### src/rtl/div_sequencer.sv
// Iterative 32-bit restoring divider for MIPS DIV/DIVU with its own IDLE/ITER/FIX/DONE sequencer.
// Optional DIV_EARLY_OUT_EN: skip the iteration when |dividend| < |divisor|.
module div_sequencer (
    input  logic        clk,
    input  logic        resetn,
    input  logic        i_start,
    input  logic        i_signed,
    input  logic [31:0] i_dividend,
    input  logic [31:0] i_divisor,
    input  logic        i_flush,
    output logic        o_div_busy,
    output logic        o_done,
    output logic [31:0] o_quotient,
    output logic [31:0] o_remainder,
    output logic        o_div_by_zero
);

    typedef enum logic [1:0] {S_IDLE, S_ITER, S_FIX, S_DONE} state_t;

    state_t      r_state;
    state_t      w_next;
    logic [5:0]  r_cnt;
    logic [32:0] r_rem;
    logic [31:0] r_q;
    logic [32:0] r_divisor;
    logic        r_qsign;
    logic        r_rsign;
    logic        r_signed;
    logic        r_dbz;

    logic        w_accept;
    logic        w_zero;
    logic        w_early;
    logic [32:0] w_abs_a;
    logic [32:0] w_abs_b;
    logic [33:0] w_shift;
    logic [32:0] w_diff;
    logic        w_ge;

    // 33-bit magnitude so that -2^31 stays representable
    function automatic logic [32:0] f_abs33(input logic [31:0] v, input logic sgn);
        logic signed [32:0] s;
        s = $signed({sgn & v[31], v});
        return (s < 0) ? $unsigned(-s) : $unsigned(s);
    endfunction

    function automatic logic [31:0] f_neg32(input logic [31:0] v, input logic en);
        return en ? (~v + 32'd1) : v;
    endfunction

    assign w_abs_a  = f_abs33(i_dividend, i_signed);
    assign w_abs_b  = f_abs33(i_divisor, i_signed);
    assign w_zero   = (i_divisor == 32'd0);
    assign w_accept = (r_state == S_IDLE) & i_start & ~i_flush;

`ifdef DIV_EARLY_OUT_EN
    assign w_early = ~w_zero & (w_abs_a < w_abs_b);
`else
    assign w_early = 1'b0;
`endif

    // one restoring step: shift {rem, q} left and trial-subtract the divisor
    assign w_shift = {r_rem, r_q[31]};
    assign w_ge    = (w_shift >= {1'b0, r_divisor});
    assign w_diff  = w_shift[32:0] - r_divisor;

    always_comb begin
        w_next     = r_state;
        o_div_busy = 1'b0;
        o_done     = 1'b0;
        case (r_state)
            S_IDLE: begin
                o_div_busy = i_start & ~i_flush;
                if (w_accept)
                    w_next = (w_zero | w_early) ? S_FIX : S_ITER;
            end
            S_ITER: begin
                o_div_busy = ~i_flush;
                if (i_flush)
                    w_next = S_IDLE;
                else if (r_cnt == 6'd31)
                    w_next = S_FIX;
            end
            S_FIX: begin
                o_div_busy = ~i_flush;
                w_next     = i_flush ? S_IDLE : S_DONE;
            end
            S_DONE: begin
                o_done = ~i_flush;
                w_next = S_IDLE;
            end
            default: w_next = S_IDLE;
        endcase
    end

    always_ff @(posedge clk or negedge resetn) begin
        if (!resetn) begin
            r_state <= S_IDLE;
            r_cnt   <= 6'd0;
        end else begin
            r_state <= w_next;
            if (w_accept)
                r_cnt <= 6'd0;
            else if (r_state == S_ITER)
                r_cnt <= r_cnt + 6'd1;
        end
    end

    // operand and iteration datapath; control alone decides when it matters
    always_ff @(posedge clk) begin
        if (w_accept) begin
            r_divisor <= w_abs_b;
            r_qsign   <= i_dividend[31] ^ i_divisor[31];
            r_rsign   <= i_dividend[31];
            r_signed  <= i_signed;
            r_dbz     <= w_zero;
            if (w_zero) begin
                r_q   <= 32'hFFFF_FFFF;
                r_rem <= {1'b0, i_dividend};
            end else if (w_early) begin
                r_q   <= 32'd0;
                r_rem <= w_abs_a;
            end else begin
                {r_rem, r_q} <= {32'd0, w_abs_a};
            end
        end else if (r_state == S_ITER) begin
            r_rem <= w_ge ? w_diff : w_shift[32:0];
            r_q   <= {r_q[30:0], w_ge};
        end
    end

    // sign correction and result capture; divide-by-zero results pass through raw
    always_ff @(posedge clk or negedge resetn) begin
        if (!resetn) begin
            o_quotient    <= 32'd0;
            o_remainder   <= 32'd0;
            o_div_by_zero <= 1'b0;
        end else if ((r_state == S_FIX) && !i_flush) begin
            o_quotient    <= r_dbz ? r_q : f_neg32(r_q, r_signed & r_qsign);
            o_remainder   <= r_dbz ? r_rem[31:0] : f_neg32(r_rem[31:0], r_signed & r_rsign);
            o_div_by_zero <= r_dbz;
        end
    end

endmodule

### config.mk
export PLATFORM = sky130hd
export DESIGN_NAME = div_sequencer
export DESIGN_NICKNAME = d
export VERILOG_FILES = /design/src/rtl/div_sequencer.sv
export SDC_FILE = /design/constraint.sdc
export NUM_CORES = 1
export LEC_CHECK = 0
export BUFFER_PORTS_ARGS = -buffer_cell sky130_fd_sc_hd__buf_2
export CORE_ASPECT_RATIO = 1.25
export CORE_MARGIN = 3
export CORE_UTILIZATION = 60
export CTS_CLUSTER_DIAMETER = 60
export DETAILED_ROUTE_END_ITERATION = 16
export HOLD_SLACK_MARGIN = 0.15
export PLACE_DENSITY = 0.86
export REMOVE_ABC_BUFFERS = 1
export SETUP_SLACK_MARGIN = 0.4
export SYNTH_ARGS = -nofsm -noshare
export SYNTH_HDL_FRONTEND = slang
export SYNTH_SLANG_ARGS = --single-unit
### constraint.sdc
create_clock -name clk -period 5.4 [get_ports clk]
set_clock_uncertainty 0.15 [all_clocks]
set_input_delay 0 -clock clk [delete_from_list [all_inputs] [get_ports clk]]
set_output_delay 0 -clock clk [all_outputs]
set_load 0.1 [all_outputs]
==> results of run 1 <==
==> worst min-delay path, stage by stage <==
cell and delay [ns]:
dlygate4sd3_1 0.52, buf_2 0.09, buf_4 0.69
==> layout by cell type (no fill, tap or decap), types with 17 or more instances in the layout <==
cell	n
edfxtp_1	102
mux2i_1	22
nand2_1	172
xnor2_1	91
clkbuf_16	19
o21ai_0	149
nor4_1	17
o31ai_1	18
nor3_1	19
a21oi_1	109
nor2_1	104
xor2_1	60
buf_2	135
dfrtp_1	73
inv_1	56
ha_1	43
dlygate4sd3_1	93
==> where the power goes <==
part	leakage, nW	internal (mW)	switching [mW]
Clock	0.269	0.650	0.493
Sequential	1.88	2.22	0.543
Combinational	3.62	1.46	3.58
Total	5.77	4.33	4.61
==> stage by stage <==
stage / area (um2) / hold slack [ns] / total power, mW / setup WS [ns]
after floorplan: 11000 / -0.446 / 6.67 / 0.584
after global placement: 12100 / 0.103 / 7.55 / 1.55
after detailed placement: 12100 / 0.0997 / 7.67 / 1.47
after CTS: 13500 / 0.186 / 8.91 / 1.45
after global routing: 13500 / 0.220 / 9.51 / 1.17
final: 13500 / 0.163 / 8.94 / 1.38
==> registers in the layout, indices dropped and copies added (netlist names) <==
signal,count
r_dbz,1
r_rsign,1
r_state,2
r_divisor,33
r_cnt,6
r_signed,1
r_qsign,1
r_q,32
o_quotient,32
r_rem,33
o_div_by_zero,1
o_remainder,32
==> final cells by class <==
class,count,share of cell area (%)
diodes,1,0.0185
well taps,228,2.11
clock inverters,6,0.231
inverters,57,1.58
flip-flops and latches,175,36.2
clock buffers,25,3.76
multi-input cells,965,43.8
repair buffers,236,12.3
==> per-layer routing <==
metal,GRT usage (%),up-vias,wire [um]
met2,47.4,418,14000
met5,0,-,13
met3,4.90,81,1900
met1,34.9,4625,11300
li1,-,4813,-
met4,11.8,2,977
==> final timing paths <==
kind                                   endpoint  cells after the start  slack, ns           from
min in group clk                   r_divisor[0]                      2       0.21   i_divisor[0]
max in group asynchronous        o_remainder[8]                      3       4.33         resetn
worst min-delay path            o_remainder[24]                      3       0.16         resetn
worst max register to register         r_rem[4]                     10       1.38       r_rem[3]
worst min register to register    o_quotient[3]                      2       0.32  o_quotient[3]
worst max-delay path                   r_rem[4]                     10       1.38       r_rem[3]
==> logic make-up (layout without fill, tap and decap cells) <==
logic type	count (synthesis)	after routing	share of synthesized area [%]
muxes	23	23	2.06
other	1	2	0.0334
AOI/OAI and AO/OA	349	349	17.6
and+or+nand+nor	397	397	16.1
xor gates and xnor gates	151	151	11.8
buffers and inverters	110	324	3.92
DFF	175	175	43.5
adders and majority gates	44	44	4.97
==> summary.txt, run 1 <==
Placed design
  – IO Port Bufs: 135
  – Final HPWL DP: 19.9 mm
  – RD Place Congestion: 0.940
  – Placed cell count: 1568

Critical path
  – CP top delay family: compound AO/OA/AOI/OAI gates
  – Critical Path Sink Type: flop
  – CP required: 5.39 ns
  – CP peak stage delay: 0.64 ns
  – Worst-path cell chain: ha_1 > a21o_1 > a221o_1 > a311oi_2 > o41ai_2 > a21oi_1 > o21ai_4 > buf_4 > mux2i_1 > o21ai_0
  – Max FO, Critical Path: 26
  – CP Class: flop to flop
  – CP max-delay cell: o21ai_4
  – Worst path arrival time: 4.01 ns
  – Worst Path Buf+Inv: 1
  – CP Launch Type: flop

Clocking
  – CTS root buf: clkbuf_16
  – Max clock buf depth: 2
  – Post-CTS setup buffers: 0
  – # H-tree levels: 4
  – TritonCTS Buffers: 17
  – Clk Latency, worst-skew pair: 0.44 ns
  – CTS tree: built
  – CTS resizes: 0
  – Clock sinks: 175
  – Clock-pin slew on the worst setup and hold paths: 0.07 ns
  – Hold-fix buffers, CTS: 93

Global routing
  – First-pass GRT wire length: 46.1 mm
  – Total gr overflow: 0
  – Initial antenna violation count: 1
  – GRT Util Overall: 28.0%
  – Number of global-route vias before repair: 9695
  – Largest net degree at the start of global routing: 106

Floorplanning
  – Rows: 55
  – Initial Utilization: 61.6%
  – Die area: 20400 um2
  – Die height: 159 um
  – Core ar.: 18200 um2
  – Io pins: 136
  – Chip width: 128 um

Layout
  – Fin util: 74.2%
  – Nets: 1565
  – # fillers: 1295
  – Post-route insts no fill: 1693
  – Multi-input logic area: 5930 um2
  – Area grow syn2layout: 20.4%
  – Layout cells sized above 1: 12.4%
  – FF+latch area: 4890 um2

Synth
  – Sequential area share after synthesis: 43.5%
  – Yosys reg bits: 175
  – Cell count after synthesis: 1250
  – Cell area after synthesis: 11200 um2
  – Syn Area/Cell: 8.99 um2
  – Yosys cell types: 58
  – Top cells by area, synth: edfxtp_1 27%, dfrtp_1 16%, xnor2_1 7.1%
  – Post-synth ARST share: 41.7%
  – Top_reg_cell synth: edfxtp_1
  – Synth cell count leaders: 173 x nand2_1, 149 x o21ai_0, 109 x a21oi_1
  – Post-synth top area share: 27.3%
  – Top-count cell post-synth: nand2_1
  – Yosys top cell by area: edfxtp_1
  – Number of flops mapped to enable cells by yosys: 102
  – YS warnings: 0

Timing
  – RSZ-0062 raised after global routing: no
  – Hold Fails Final Rpt: 0
  – Max-slew headroom: 26.4%
  – Max-slew violation count: 0
  – Final setup viols: 0
  – Setup_tns: 0 ns
  – Fin crit period: 4.02 ns
  – Tcrit/Tclk final: 74.4%
  – Max Freq: 249 MHz
  – Slew @ Worst Pin: 1.10 ns

Power and ir drop
  – PwrDens: 661 nW/um2
  – Worst VDD drop: 398 uV
  – Leak: 5.77 nW

Drt
  – Via density: 5.87
  – First-pass DRT Iterations: 6
  – DRT antenna net count: 0
  – DRT Wirelength: 28.2 mm
  – # DRC: 0
  – Violation count after the first detailed-route iteration: 852
  – Routed len/inst: 16.6 um
  – Vias: 9939

Hold path
  – Tightest Hold Check Type: primary input to asynchronous set/reset pin

Run
  – Max-Cap Viols: 0

Outcome
  – Run status: complete, no violations
No activity file was read; power rests on OpenSTA's default activity.
==> inputs of run 2 (changes only) <==
Settings changed: CORE_UTILIZATION 60 to 54, PLACE_DENSITY 0.86 to 0.82.
Clock period 5.4 ns to 3.4 ns, I/O delays scaled along.
==> summary.txt, run 2 (same netlist as run 1, synthesis figures left out) <==
Outcome
  – Run status: finished with violations
  – Failing checks: negative setup slack

Floorplanning
  – Rows: 58 (+5.5%)
  – Die height: 167 um (+5.2%)
  – Chip width: 135 um (+5.2%)
  – Io pins: 136 (unchanged)
  – Core ar.: 20200 um2 (+11%)
  – Die area: 22600 um2 (+11%)
  – Initial Utilization: 55.5% (-6.1 points)

Placed design
  – Placed cell count: 1637 (+4.4%)
  – IO Port Bufs: 135 (unchanged)
  – Final HPWL DP: 20.8 mm (+5.0%)
  – RD Place Congestion: 0.932 (-0.85%)
  – Dpl cell area: 12400 um2 (+2.5%)

Timing
  – Max-slew headroom: 42.6% (+16 points)
  – Max-slew violation count: 0 (unchanged)
  – Final WS setup: -0.134 ns (-1.51 ns)
  – RSZ-0062 raised after global routing: yes
  – Max Freq: 283 MHz (+14%)
  – Slew @ Worst Pin: 0.861 ns (-0.244 ns)
  – Final setup viols: 28 (+28)
  – Hold Fails Final Rpt: 0 (unchanged)
  – Fin crit period: 3.53 ns (-0.485 ns)
  – Tcrit/Tclk final: 104% (+30 points)

Drt
  – Routed len/inst: 17.2 um (+3.2%)
  – DRT Wirelength: 30.6 mm (+8.7%)
  – Violation count after the first detailed-route iteration: 1027 (+21%)
  – DRT antenna net count: 0 (unchanged)
  – First-pass DRT Iterations: 5 (-1)
  – Via density: 5.77 (-1.7%)
  – Vias: 10300 (+3.6%)
  – # DRC: 0 (unchanged)

Power and ir drop
  – PwrDens: 1070 nW/um2 (+62%)
  – Worst VDD drop: 732 uV (+84%)
  – Leak: 6.09 nW (+5.5%)

Critical path
  – CP Launch Type: flop
  – Critical Path Sink Type: flop
  – FF-to-FF Start: r_q[31]
  – R2R Path End: r_rem[12]
  – Worst r2r path cells: 14 (+4)
  – CP required: 3.41 ns (-1.98 ns)
  – Worst path arrival time: 3.55 ns (-0.46 ns)
  – FF-to-FF setup slack: -0.13 ns (-1.51 ns)
  – CP Class: flop to flop
  – Max FO, Critical Path: 6 (-77%)

Global routing
  – Total gr overflow: 0 (unchanged)
  – Initial antenna violation count: 0 (-1)
  – Largest net degree at the start of global routing: 106 (unchanged)
  – First-pass GRT wire length: 47.5 mm (+3.2%)
  – Number of global-route vias before repair: 9649 (-0.47%)
  – GRT Util Overall: 25.9% (-2.0 points)

Clocking
  – CTS tree: built
  – Max clock buf depth: 2 (unchanged)
  – # H-tree levels: 4 (unchanged)
  – Clk Latency, worst-skew pair: 0.44 ns (about the same)
  – TritonCTS Buffers: 17 (unchanged)
  – CTS root buf: clkbuf_16
  – Clock-pin slew on the worst setup and hold paths: 0.06 ns (about the same)
  – Clock sinks: 175 (unchanged)

Layout
  – Post-route cell area: 14300 um2 (+5.6%)
  – Largest regs: r_divisor x33, r_rem x33
  – Nets: 1614 (+3.1%)
  – # fillers: 1489 (+15%)
  – Most frequent cells in the layout: 171 x nand2_1, 136 x o21ai_0, 135 x buf_2
  – Area grow syn2layout: 27.1%
  – Commonest non-fill, non-tap cell in the layout: nand2_1
  – N_diodes: 0 (-1)
  – Post-route insts no fill: 1784 (+5.4%)
  – Layout cells sized above 1: 18.3% (+5.9 points)

Run
  – Max-Cap Viols: 0 (unchanged)

Hold path
  – Tightest Hold Check Type: primary input to flop
  – Hold path start: i_divisor[0]
  – Hold endpoint: r_divisor[0]
  – Worst hold path depth: 2
-- run 2: worst max-delay path, stage by stage, from the launching register on --
cell and delay, ns:
edfxtp_1 0.40, inv_1 0.09, ha_2 0.18, inv_2 0.04, fa_2 0.36, a21o_1 0.18, a221o_1 0.38, a311oi_2 0.35
o41ai_2 0.16, a21oi_1 0.17, buf_4 0.17, o21ai_4 0.13, clkbuf_16 0.23, mux2i_1 0.18, o21ai_1 0.09
-- run 2: what timing repair did --
| item | in CTS | in global routing |
|---|---|---|
| endpoints found under the setup margin | 35 | 70 |
| setup buffers | 7 | 11 |
| cloned | 1 | 4 |
| gates resized for setup | 15 | 50 |
| hold buffers | 91 | 1 |
| pin swaps | 12 | 14 |
| hold endpoints to repair | 139 | 3 |
-- run 2: power by group --
| part | internal [mW] | total (mW) | switching [mW] |
|---|---|---|---|
| Clock | 0.954 | 1.80 | 0.850 |
| Sequential | 3.51 | 4.34 | 0.829 |
| Combinational | 2.95 | 9.17 | 6.21 |
| Total | 7.42 | 15.3 | 7.89 |
-- run 2: layer usage --
layer  track usage, %  up-vias  wire [um]
li1                 -     4907          -
met1             32.8     4868      12200
met2             44.4      430      15300
met3             3.85       87       1940
met4             10.8        0       1190
met5                0        -          0
-- run 2: worst max-delay path by stage --
stage,startpoint,end,slack [ns]
after detailed placement,r_q[31],r_rem[28],-0.1
after global placement,r_q[31],r_rem[28],-0.01
final,r_q[31],r_rem[12],-0.13
after CTS,r_q[31],r_rem[28],0.06
after global routing,r_q[31],r_rem[7],-0.19
after floorplan,r_rem[3],r_rem[6],-1.42
-- run 2: layout make-up --
class	instances	area [um2]	share of cell area [%]
repair buffers	284	2150	15.1
multi-input cells	966	6160	43.1
clock inverters	13	86.3	0.605
clock buffers	19	443	3.10
well taps	270	338	2.37
inverters	57	214	1.50
flip-flops and latches	175	4890	34.2
-- run 2: metrics by stage --
step	power, mW	hold WS, ns	utilization [%]	TNS (ns)	setup slack (ns)
final	15.3	0.197	70.5	-1.62	-0.134
after global routing	16.1	0.221	70.5	-4.29	-0.186
after CTS	14.7	0.183	68.8	0	0.0617
after detailed placement	12.5	-0.00313	61.0	-1.20	-0.0963
after global placement	12.3	-0.0109	61.0	-0.00989	-0.00989
after floorplan	10.6	-0.446	-	-74.67	-1.42
